### src/rtl/vram_dma_if.sv
// vram_dma_if: CPU register port, memory bus and VRAM write signals of the DMA
interface vram_dma_if #(parameter int VRAM_ADDR_W = 12);
  logic                   reg_write;
  logic [2:0]             reg_addr;
  logic [7:0]             reg_wdata;
  logic [7:0]             reg_rdata;
  logic                   bus_request;
  logic                   bus_grant;
  logic [15:0]            mem_addr;
  logic                   mem_rd;
  logic [7:0]             mem_rdata;
  logic [7:0]             vram_data;
  logic [VRAM_ADDR_W-1:0] vram_address;
  logic                   vram_write_enable;
  logic                   SELECT_pmf, SELECT_pmb, SELECT_ntbl, SELECT_obm, SELECT_txbl;
  modport master (
    input  reg_write, reg_addr, reg_wdata, bus_grant, mem_rdata,
    output reg_rdata, bus_request, mem_addr, mem_rd, vram_data, vram_address, vram_write_enable,
           SELECT_pmf, SELECT_pmb, SELECT_ntbl, SELECT_obm, SELECT_txbl
  );
  modport slave (
    output reg_write, reg_addr, reg_wdata, bus_grant, mem_rdata,
    input  reg_rdata, bus_request, mem_addr, mem_rd, vram_data, vram_address, vram_write_enable,
           SELECT_pmf, SELECT_pmb, SELECT_ntbl, SELECT_obm, SELECT_txbl
  );
endinterface

### src/rtl/vram_dma.sv
// vram_dma: copies a block from CPU memory into a selected VRAM region during vblank
module vram_dma #(parameter int VRAM_ADDR_W = 12) (
  input  logic       cpu_clk,
  input  logic       rst,
  vram_dma_if.master bus,
  input  logic       in_vblank,
  output logic       done_irq
);
  localparam logic [2:0] IDLE = 3'd0, WAIT_VB = 3'd1, REQ = 3'd2, READ = 3'd3, WRITE = 3'd4;
  logic [2:0]             state_q, state_d;
  logic [7:0]             src_hi_q, src_hi_d, src_lo_q, src_lo_d, len_q, len_d;
  logic [7:0]             dest_lo_q, dest_lo_d, dest_hi_q, dest_hi_d;
  logic [2:0]             sel_q, sel_d, w_sel_q, w_sel_d;
  logic [15:0]            w_src_q, w_src_d;
  logic [VRAM_ADDR_W-1:0] w_dest_q, w_dest_d;
  logic [8:0]             w_cnt_q, w_cnt_d;
  logic                   done_q, done_d;
  logic                   busy, cfg_wr, ctrl_wr, start, last, rd, wr;
  assign busy    = state_q != IDLE;
  assign cfg_wr  = bus.reg_write && !busy;
  assign ctrl_wr = bus.reg_write && bus.reg_addr == 3'd6;
  assign start   = ctrl_wr && bus.reg_wdata[0] && !busy && sel_q <= 3'd4;
  assign rd      = state_q == READ;
  assign wr      = state_q == WRITE;
  assign last    = wr && w_cnt_q == 9'd1;
  // register file, working copies, transfer sequencing and irq
  always_comb begin
    src_hi_d  = cfg_wr && bus.reg_addr == 3'd0 ? bus.reg_wdata : src_hi_q;
    src_lo_d  = cfg_wr && bus.reg_addr == 3'd1 ? bus.reg_wdata : src_lo_q;
    len_d     = cfg_wr && bus.reg_addr == 3'd2 ? bus.reg_wdata : len_q;
    sel_d     = cfg_wr && bus.reg_addr == 3'd3 ? bus.reg_wdata[2:0] : sel_q;
    dest_lo_d = cfg_wr && bus.reg_addr == 3'd4 ? bus.reg_wdata : dest_lo_q;
    dest_hi_d = cfg_wr && bus.reg_addr == 3'd5 ? bus.reg_wdata : dest_hi_q;
    w_src_d   = start ? {src_hi_q, src_lo_q} : wr ? w_src_q + 16'd1 : w_src_q;
    w_dest_d  = start ? VRAM_ADDR_W'({dest_hi_q, dest_lo_q}) : wr ? w_dest_q + 1'b1 : w_dest_q;
    w_cnt_d   = start ? (len_q == 8'd0 ? 9'd256 : {1'b0, len_q}) : wr ? w_cnt_q - 9'd1 : w_cnt_q;
    w_sel_d   = start ? sel_q : w_sel_q;
    done_d    = last ? 1'b1 : ctrl_wr && bus.reg_wdata[1] ? 1'b0 : done_q;
    state_d   = start ? WAIT_VB :
                state_q == WAIT_VB ? (in_vblank ? REQ : WAIT_VB) :
                state_q == REQ ? (bus.bus_grant ? READ : REQ) :
                rd ? WRITE :
                wr ? (last ? IDLE : in_vblank && bus.bus_grant ? READ : !in_vblank ? WAIT_VB : REQ) :
                IDLE;
  end
  // state and register update with synchronous reset
  always_ff @(posedge cpu_clk) begin
    if (rst) begin
      state_q   <= IDLE;
      src_hi_q  <= '0;
      src_lo_q  <= '0;
      len_q     <= '0;
      sel_q     <= '0;
      dest_lo_q <= '0;
      dest_hi_q <= '0;
      w_src_q   <= '0;
      w_dest_q  <= '0;
      w_cnt_q   <= '0;
      w_sel_q   <= '0;
      done_q    <= 1'b0;
    end else begin
      state_q   <= state_d;
      src_hi_q  <= src_hi_d;
      src_lo_q  <= src_lo_d;
      len_q     <= len_d;
      sel_q     <= sel_d;
      dest_lo_q <= dest_lo_d;
      dest_hi_q <= dest_hi_d;
      w_src_q   <= w_src_d;
      w_dest_q  <= w_dest_d;
      w_cnt_q   <= w_cnt_d;
      w_sel_q   <= w_sel_d;
      done_q    <= done_d;
    end
  end
  // bus, VRAM and register read outputs, zero outside the active phases
  always_comb begin
    bus.bus_request       = state_q == REQ || rd || wr;
    bus.mem_rd            = rd;
    bus.mem_addr          = rd ? w_src_q : '0;
    bus.vram_write_enable = wr;
    bus.vram_data         = wr ? bus.mem_rdata : '0;
    bus.vram_address      = wr ? w_dest_q : '0;
    bus.SELECT_pmf        = wr && w_sel_q == 3'd0;
    bus.SELECT_pmb        = wr && w_sel_q == 3'd1;
    bus.SELECT_ntbl       = wr && w_sel_q == 3'd2;
    bus.SELECT_obm        = wr && w_sel_q == 3'd3;
    bus.SELECT_txbl       = wr && w_sel_q == 3'd4;
    bus.reg_rdata         = bus.reg_addr == 3'd0 ? src_hi_q :
                            bus.reg_addr == 3'd1 ? src_lo_q :
                            bus.reg_addr == 3'd2 ? len_q :
                            bus.reg_addr == 3'd3 ? {5'b0, sel_q} :
                            bus.reg_addr == 3'd4 ? dest_lo_q :
                            bus.reg_addr == 3'd5 ? dest_hi_q :
                            bus.reg_addr == 3'd6 ? {5'b0, state_q == WAIT_VB, done_q, busy} : 8'h00;
  end
  assign done_irq = done_q;
endmodule

### src/flat_wrapper.sv
// flat-port wrapper written by rule: the top's interface ports become plain ports
module vram_dma_flat 
#(parameter int VRAM_ADDR_W = 12)
  (cpu_clk, rst, in_vblank, done_irq, bus_reg_write, bus_reg_addr, bus_reg_wdata, bus_bus_grant, bus_mem_rdata, bus_reg_rdata, bus_bus_request, bus_mem_addr, bus_mem_rd, bus_vram_data, bus_vram_address, bus_vram_write_enable, bus_SELECT_pmf, bus_SELECT_pmb, bus_SELECT_ntbl, bus_SELECT_obm, bus_SELECT_txbl);
  vram_dma_if #(.VRAM_ADDR_W(VRAM_ADDR_W)) bus_i ();
  input  logic cpu_clk;
  input  logic rst;
  input  logic in_vblank;
  output logic done_irq;
  input wire logic [$bits(bus_i.reg_write)-1:0] bus_reg_write;
  input wire logic [$bits(bus_i.reg_addr)-1:0] bus_reg_addr;
  input wire logic [$bits(bus_i.reg_wdata)-1:0] bus_reg_wdata;
  input wire logic [$bits(bus_i.bus_grant)-1:0] bus_bus_grant;
  input wire logic [$bits(bus_i.mem_rdata)-1:0] bus_mem_rdata;
  output wire logic [$bits(bus_i.reg_rdata)-1:0] bus_reg_rdata;
  output wire logic [$bits(bus_i.bus_request)-1:0] bus_bus_request;
  output wire logic [$bits(bus_i.mem_addr)-1:0] bus_mem_addr;
  output wire logic [$bits(bus_i.mem_rd)-1:0] bus_mem_rd;
  output wire logic [$bits(bus_i.vram_data)-1:0] bus_vram_data;
  output wire logic [$bits(bus_i.vram_address)-1:0] bus_vram_address;
  output wire logic [$bits(bus_i.vram_write_enable)-1:0] bus_vram_write_enable;
  output wire logic [$bits(bus_i.SELECT_pmf)-1:0] bus_SELECT_pmf;
  output wire logic [$bits(bus_i.SELECT_pmb)-1:0] bus_SELECT_pmb;
  output wire logic [$bits(bus_i.SELECT_ntbl)-1:0] bus_SELECT_ntbl;
  output wire logic [$bits(bus_i.SELECT_obm)-1:0] bus_SELECT_obm;
  output wire logic [$bits(bus_i.SELECT_txbl)-1:0] bus_SELECT_txbl;
  assign bus_i.reg_write = bus_reg_write;
  assign bus_i.reg_addr = bus_reg_addr;
  assign bus_i.reg_wdata = bus_reg_wdata;
  assign bus_i.bus_grant = bus_bus_grant;
  assign bus_i.mem_rdata = bus_mem_rdata;
  assign bus_reg_rdata = bus_i.reg_rdata;
  assign bus_bus_request = bus_i.bus_request;
  assign bus_mem_addr = bus_i.mem_addr;
  assign bus_mem_rd = bus_i.mem_rd;
  assign bus_vram_data = bus_i.vram_data;
  assign bus_vram_address = bus_i.vram_address;
  assign bus_vram_write_enable = bus_i.vram_write_enable;
  assign bus_SELECT_pmf = bus_i.SELECT_pmf;
  assign bus_SELECT_pmb = bus_i.SELECT_pmb;
  assign bus_SELECT_ntbl = bus_i.SELECT_ntbl;
  assign bus_SELECT_obm = bus_i.SELECT_obm;
  assign bus_SELECT_txbl = bus_i.SELECT_txbl;
  vram_dma #(.VRAM_ADDR_W(VRAM_ADDR_W)) u_core (.cpu_clk(cpu_clk), .rst(rst), .bus(bus_i), .in_vblank(in_vblank), .done_irq(done_irq));
endmodule
### config.mk
export PLATFORM = sky130hd
export DESIGN_NAME = vram_dma_flat
export DESIGN_NICKNAME = d
export VERILOG_FILES = /design/src/rtl/vram_dma_if.sv /design/src/rtl/vram_dma.sv /design/src/flat_wrapper.sv
export SDC_FILE = /design/constraint.sdc
export NUM_CORES = 1
export LEC_CHECK = 0
export CAP_MARGIN = 5
export CORE_MARGIN = 2
export CORE_UTILIZATION = 40
export CTS_CLUSTER_DIAMETER = 150
export DETAILED_ROUTE_END_ITERATION = 10
export PLACE_DENSITY = 0.65
export SLEW_MARGIN = 20
export SYNTH_ARGS = -nofsm -noshare
export SYNTH_HDL_FRONTEND = slang
export SYNTH_SLANG_ARGS = --single-unit
### constraint.sdc
create_clock -name cpu_clk -period 1.9 [get_ports cpu_clk]
set_clock_uncertainty 0.05 [all_clocks]
set_input_delay 0.38 -clock cpu_clk [delete_from_list [all_inputs] [get_ports cpu_clk]]
set_output_delay 0.38 -clock cpu_clk [all_outputs]
set_load 0.03 [all_outputs]
==> metrics.md, run 1 <==
| Metric | Value |
|---|---|
| Period utilization | 119% |
| Max Slew Vio Count | 0 |
| Final ANT Viol Nets | 0 |
| DRT Wirelength | about 15000 um |
| Area delta synth->final | 50.1% |
| CP max FO | 5 |
| # IOs | 77 |
| Failing checks | setup timing |
| Synth Area in Compound Gates | ~16% |
| R2R Setup Slk | -0.34 ns |
| Cells after Synth | roughly 540 |
| Port buffer count | 76 |
| Total CTS buffers | 9 |
| Commonest non-fill, non-tap cell in the layout | buf_4 |
| Simple-gate share of the synthesized area | approximately 26% |
| Ant. Diodes | 0 |
| Largest family of logic cells by synthesized area | simple AND/OR/NAND/NOR gates |
| Initial Util | ~41% |
| Pre-CTS WS | -0.780 ns |
| Core Area | roughly 11000 um^2 |
| Post-synth EDFFs | 0 |
| Setup TNS | -11.63 ns |
| Commonest register cell after synthesis | dfxtp_1 |
| Die Y | about 110 um |
| Async SR Flop Fraction | 0% |
| Clock Path Buffers | 2 |
| Worst Tran Pin Value | 0.566 ns |
| Synth Warn # | 0 |
| Tightest Hold Check Type | register to register |
| R2r startpoint | u_core.state_q[0] |
| Synthesized netlist net count | roughly 570 |
| Crit path capture type | output pin |
| Tot Pwr | 0.00416 W |
| GRT Total Usage | around a quarter |
| Syn avg cell area | between 8 and 9 um^2 |
| Die X | between 100 and 150 um |
| Final #Nets | 700 |
| Number of synthesized register bits | 87 |
| Max-cap violation count | 0 |
| CTS tree | built |
| Hold Path Cell Cnt | 2 |
| First-pass GRT wire length | 23200 um |
| Unique masters post-synth | 53 |
| Worst endpoint required time | about 1.5 ns |
| GP Congestion | slightly above 0.9 |
| Drt first pass iters | 5 |
| Largest net degree at the start of global routing | 88 |
| Filler instances | 910 |
| Row count | 38 |
| GR Overflow Total | 0 |
| Clock Pin Slew Worst Setup and Hold Paths | ~0.07 ns |
| Final setup fails | between 60 and 70 |
| H-tree depth | 3 |
| Initial DRC Count | roughly 260 |
| Vias in the first global route | approximately 4400 |
| Startpoint Class | register |
| Initial antenna violation count | 0 |
| Die ar. | roughly 12000 um^2 |
| Vias | around 4700 |
| Post-CTS Hold Buffers | 0 |
| Routed vias/inst | approximately 5.7 |
| Sequential share of the synthesized area | 38.3% |
| Mapped Area | between 4000 and 5000 um^2 |
| Reg-to-reg critical path endpoint | u_core.w_src_q[12] |
| Crit path kind | register to output pin |
| Fmax | about 440 MHz |
| Worst-Skew Late Latency | 0.34 ns |
| Commonest non-fill, non-tap cells in the layout | 83 x buf_4, 82 x dfxtp_1, 65 x nor2_1, 46 x mux2i_1, 43 x buf_6 |
| RSZ-0062 raised after global routing | true |
| Fraction of layout cells with a size suffix above 1 | between 30 and 40% |
| Post-route worst setup slack | -0.353 ns |
| Root Buffer | clkbuf_16 |
| Power density cells | slightly above 600 nW/um^2 |
| Min Tclk post-route | roughly 2.3 ns |
| Post-Synth Adder-Cell Area | ~1.1% |
| DP HPWL | 10300 um |
| XOR/XNOR Fraction of Synth Area | 0.578% |
| Status | complete, but fails checks |
| Wirelength per Cell | about 18 um |
| # DRC | 0 |
| Headroom to the max-slew limit | around three fifths |
| Final Hold Viols | 0 |
| R2R depth | 8 |
| VDD IR-drop max | 405 uV |
| CP arrival | 1.82 ns |
| Worst hold start | u_core.w_dest_q[1] |
| Post-synthesis mux area share | about an eighth |
| Pleak | 2.91 nW |
| CTS sink count | between 80 and 90 |
| WHS Endpoint | u_core.w_dest_q[1] |
state kept, by name, summed over array words and instances, names as in the netlist:
| name | count |
|---|---|
| u_core.dest_hi_q | 8 |
| u_core.dest_lo_q | 8 |
| u_core.done_irq | 1 |
| u_core.len_q | 8 |
| u_core.sel_q | 3 |
| u_core.src_hi_q | 8 |
| u_core.src_lo_q | 8 |
| u_core.state_q | 3 |
| u_core.w_cnt_q | 9 |
| u_core.w_dest_q | 12 |
| u_core.w_sel_q | 3 |
| u_core.w_src_q | 16 |
critical path, stage by stage, from the launching register on:
cell and delay [ns]:
dfxtp_2 0.33, buf_6 0.11, or3b_4 0.44, buf_12 0.17
nor2_4 0.11, and3_4 0.20, buf_6 0.13
Yosys cell counts (all sizes together) (2+ instances only):
cell type  number  area share [%]
a211oi          6            0.99
a21oi          30             3.3
a221oi          4            0.77
a22oi          13             2.1
a2bb2oi         6             1.2
a31oi          20             2.8
a41oi           2            0.39
and2           22             3.0
and3           25             3.4
and4            3            0.58
buf             9             1.2
clkbuf         32             2.6
dfxtp          87              38
ha              4             1.1
inv             6            0.50
mux2            6             1.5
mux2i          47              10
mux4            3             1.5
nand2          32             2.6
nand3          20             2.3
nand3b          3            0.50
nand4          10             1.4
nor2           70             5.8
nor2b           7            0.96
nor3            4            0.55
nor3b           4            0.66
nor4            6            0.83
nor4b           2            0.39
o211ai          9             1.5
o21ai          11             1.2
o22ai           5            0.69
o311ai          3            0.58
or2             2            0.28
or3             9             1.2
or4             4            0.66
xor2            2            0.39
how the worst max path moves through the flow:
stage / depth (start not counted) / endpoint / start
2_1_floorplan: 4 / bus_SELECT_txbl / u_core.state_q[1]
3_3_place_gp: 4 / bus_reg_rdata[1] / bus_reg_addr[1]
3_5_place_dp: 5 / bus_reg_rdata[2] / bus_reg_addr[0]
4_1_cts: 7 / bus_SELECT_pmb / u_core.state_q[2]
5_1_grt: 7 / bus_SELECT_pmb / u_core.state_q[1]
6_report: 6 / bus_SELECT_obm / u_core.state_q[0]
logic make-up (layout without fill, tap and decap cells):
group / Yosys count / count (layout)
and+or+nand+nor: 227 / 227
buffers and inverters: 47 / 186
xor gates and xnor gates: 3 / 3
muxes: 56 / 56
AOI/OAI and AO/OA: 114 / 114
adders and majority gates: 4 / 4
DFF: 87 / 87
through the flow:
| step | utilization (%) | area, um^2 | hold WS (ns) | std cells |
|---|---|---|---|---|
| after detailed placement | 53.5 | 5880 | 0.437 | 776 |
| after global placement | 53.5 | 5880 | 0.422 | 776 |
| after CTS | 60.7 | 6670 | 0.446 | 811 |
| final | 62.1 | 6830 | 0.448 | 817 |
| after global routing | 62.1 | 6830 | 0.466 | 817 |
| after floorplan | - | 4700 | 0.401 | 538 |
metal layers:
| layer | track usage [%] | wire length (um) |
|---|---|---|
| met5 | 0 | 0 |
| met4 | 9.00 | 416 |
| met3 | 3.62 | 726 |
| met2 | 38.7 | 7010 |
| met1 | 30.7 | 6470 |
report_power, final:
| part | leakage [nW] | internal [W] | switching [W] | total (W) |
|---|---|---|---|---|
| registers | 0.705 | 0.00185 | 0.0000273 | 0.00187 |
| clock network | 0.156 | 0.00116 | 0.000764 | 0.00192 |
| logic | 2.04 | 0.000176 | 0.000185 | 0.000361 |
area by class of cell:
cell class                      count  area (um^2)  share of cell area, %
Clock buffer                        9          225                   3.30
Clock inverter                      7         95.1                   1.39
Inverter                            6         27.5                  0.403
Multi-Input combinational cell    404         2940                   43.1
Sequential cell                    87         1750                   25.6
Tap cell                          140          175                   2.57
Timing Repair Buffer              164         1610                   23.6
timing repair:
item	in CTS	in global routing
gates cloned	4	0
endpoints found under the setup margin	93	111
setup buffers	15	8
pin swaps	14	15
gates resized for setup	107	32
No activity file was read; power rests on OpenSTA's default activity.
==> run 2, diff against run 1 <==
- PLACE_DENSITY: 0.65 -> not set
- clock period: 1.9 -> 2.53 ns (I/O delays scaled with it)
==> metrics.md, run 2 (synthesis gave the netlist of run 1 again) <==
| Metric | Value |
|---|---|
| Status | finished clean |
| DRT Wirelength | between 10000 and 15000 um |
| CP max stage cell | mux4_2 |
| Hold_ws | ~0.44 ns |
| Worst endpoint required time | 1.97 ns |
| Headroom to the max-slew limit | between 60% and 70% |
| CP arrival | roughly 1.9 ns |
| Pleak | 2.53 nW |
| Vias | approximately 4400 |
| Crit path kind | input port to output pin |
| Sw power | ~0.00069 W |
| Clk pwr share | approximately half |
| Core Area | between 10000 and 15000 um^2 |
| CP Buf/Inv Count | 2 |
| Sw Ratio | 21.5% |
| Drt first pass iters | 6 |
| Worst Tran Pin Value | around 0.56 ns |
| Final Non-Filler Cells | 765 |
| Largest Register | u_core.w_src_q |
| Critical Path Most Common Cell | dlygate4sd2_1 |
| H-tree depth | 3 |
| Die X | between 100 and 150 um |
| Area delta synth->final | 29.9% |
| DP HPWL | 10000 um |
| VDD IR-drop max | ~440 uV |
| Post-CTS Hold Buffers | 0 |
| Max Slew Vio Count | 0 |
| GRT Total Usage | a little over a fifth |
| Power Internal | between 0.002 and 0.003 W |
| Root Buffer | clkbuf_16 |
| Final Hold Viols | 0 |
| Final #Nets | about 650 |
| GR Overflow Total | 0 |
| Commonest non-fill, non-tap cell in the layout | dfxtp_1 |
| Die Y | around 110 um |
| Fmax | between 400 and 500 MHz |
| Wirelength per Cell | around 18 um |
| Final setup fails | 0 |
| Power density cells | 542 nW/um^2 |
| Tightest Hold Check Type | register to register |
| Routed vias/inst | around 5.8 |
| Max reg flops | 16 |
| Ant. Diodes | 0 |
| Fraction of layout cells with a size suffix above 1 | around 17% |
| CP max FO | 2 |
| CTS sink count | between 80 and 90 |
| Worst-Skew Late Latency | 0.34 ns |
| Delay-heaviest family, CP | multiplexers |
| Worst path max stage delay | approximately 0.5 ns |
| Period utilization | 97.9% |
| Max-cap violation count | 0 |
| Crit path capture type | output pin |
| Combinational Power Share | 6.9% |
| Clock Path Buffers | 2 |
| Total CTS buffers | 9 |
| Startpoint Class | input port |
| Filler instances | between 1000 and 1500 |
| CP Cell Sequence | dlygate4sd2_1 > mux4_2 > mux2_2 > dlygate4sd2_1 |
| Largest net degree at the start of global routing | 48 |
| GP Congestion | ~0.84 |
| RSZ-0062 raised after global routing | false |
| Clock Pin Slew Worst Setup and Hold Paths | roughly 0.06 ns |
| Min Tclk post-route | around 2.5 ns |
| Initial DRC Count | just under 300 |
| Die ar. | 12200 um^2 |
| Cells after DPL | between 700 and 800 |
| # DRC | 0 |
| Port buffer count | 76 |
| # IOs | 77 |
| Commonest non-fill, non-tap cells in the layout | 87 x dfxtp_1, 69 x nor2_1, 61 x buf_4, 47 x mux2i_1, 32 x nand2_1 |
| First-pass GRT wire length | about 22000 um |
| Final ANT Viol Nets | 0 |
| Sequential power share | roughly 44% |
| Regs by FF count | u_core.w_src_q (16), u_core.w_dest_q (12), u_core.w_cnt_q (9) |
| Initial antenna violation count | 0 |
| Row count | 38 |
| Initial Util | 41.4% |
| CTS tree | built |
| Vias in the first global route | roughly 4100 |
| Setup TNS | 0 ns |
==> run 2: cell count changes in the layout (fill, tap and decap cells not counted), moves of 6 or more <==
cell | previous run | this run
and2_4 | 10 | 0
a22oi_1 | 6 | 13
and2_2 | 9 | 0
clkbuf_2 | 0 | 6
and3_1 | 9 | 25
buf_4 | 83 | 61
and2_1 | 2 | 21
a22oi_2 | 7 | 0
and3_4 | 16 | 0
buf_12 | 12 | 3
buf_6 | 43 | 1
clkdlybuf4s15_1 | 0 | 15
==> run 2: area by class of cell <==
cell class	count	area [um^2]	area share (%)
multi-input combinational	404	2650	44.8
sequential	87	1740	29.5
timing repair buffer	112	958	16.2
clock buffer	11	253	4.28
tap	140	175	2.97
clock inverter	5	104	1.76
inverter	6	27.5	0.466
==> run 2: metrics by stage <==
step | setup WS, ns | total power [W] | instance area, um^2 | util (%)
2_1_floorplan | 0.0334 | 0.00155 | 4560 | -
3_3_place_gp | -0.462 | 0.00165 | 5550 | 50.5
3_5_place_dp | -0.444 | 0.00166 | 5550 | 50.5
4_1_cts | 0.00681 | 0.00322 | 5900 | 53.7
5_1_grt | 0.000515 | 0.00330 | 5900 | 53.8
6_report | 0.0528 | 0.00320 | 5900 | 53.8
==> run 2: repair_timing <==
item                                    in CTS  in global routing
gates cloned                                 0                  0
endpoints found under the setup margin      30                 22
endpoints found under the hold margin        0                  0
pin swaps                                    1                  0
buffers inserted                             0                  0
gates resized for setup                     34                 28
==> run 2: routing by layer <==
layer | track usage, % | vias to the layer above | part of all wire, %
met2 | 33.9 | 142 | 47
met1 | 30.4 | 2084 | 47
li1 | - | 2156 | -
met5 | 0 | - | 0
met4 | 6.25 | 0 | 1.9
met3 | 4.12 | 19 | 4.9
==> run 2: final timing paths <==
path	start	to	slack, ns	depth (start not counted)
worst max-delay path	bus_reg_addr[1]	bus_reg_rdata[1]	0.05	4
worst max register to register	u_core.state_q[2]	u_core.w_src_q[11]	0.40	7
worst min register to register	u_core.sel_q[0]	u_core.w_sel_q[0]	0.44	2
worst min-delay path	u_core.sel_q[0]	u_core.w_sel_q[0]	0.44	2
==> run 2: power groups by stage <==
stage / logic, W / clock network, W / registers [W]
3_3_place_gp: 0.000214 / 0 / 0.00144
3_5_place_dp: 0.000217 / 0 / 0.00144
6_report: 0.000221 / 0.00157 / 0.00141
4_1_cts: 0.000220 / 0.00160 / 0.00141
5_1_grt: 0.000237 / 0.00165 / 0.00141
2_1_floorplan: 0.000118 / 0 / 0.00143
==> run 2: tightest hold or removal path: stages (launching register included) <==
cell,delay (ns)
dfxtp_1,0.33
nand2_1,0.06
a21oi_1,0.05
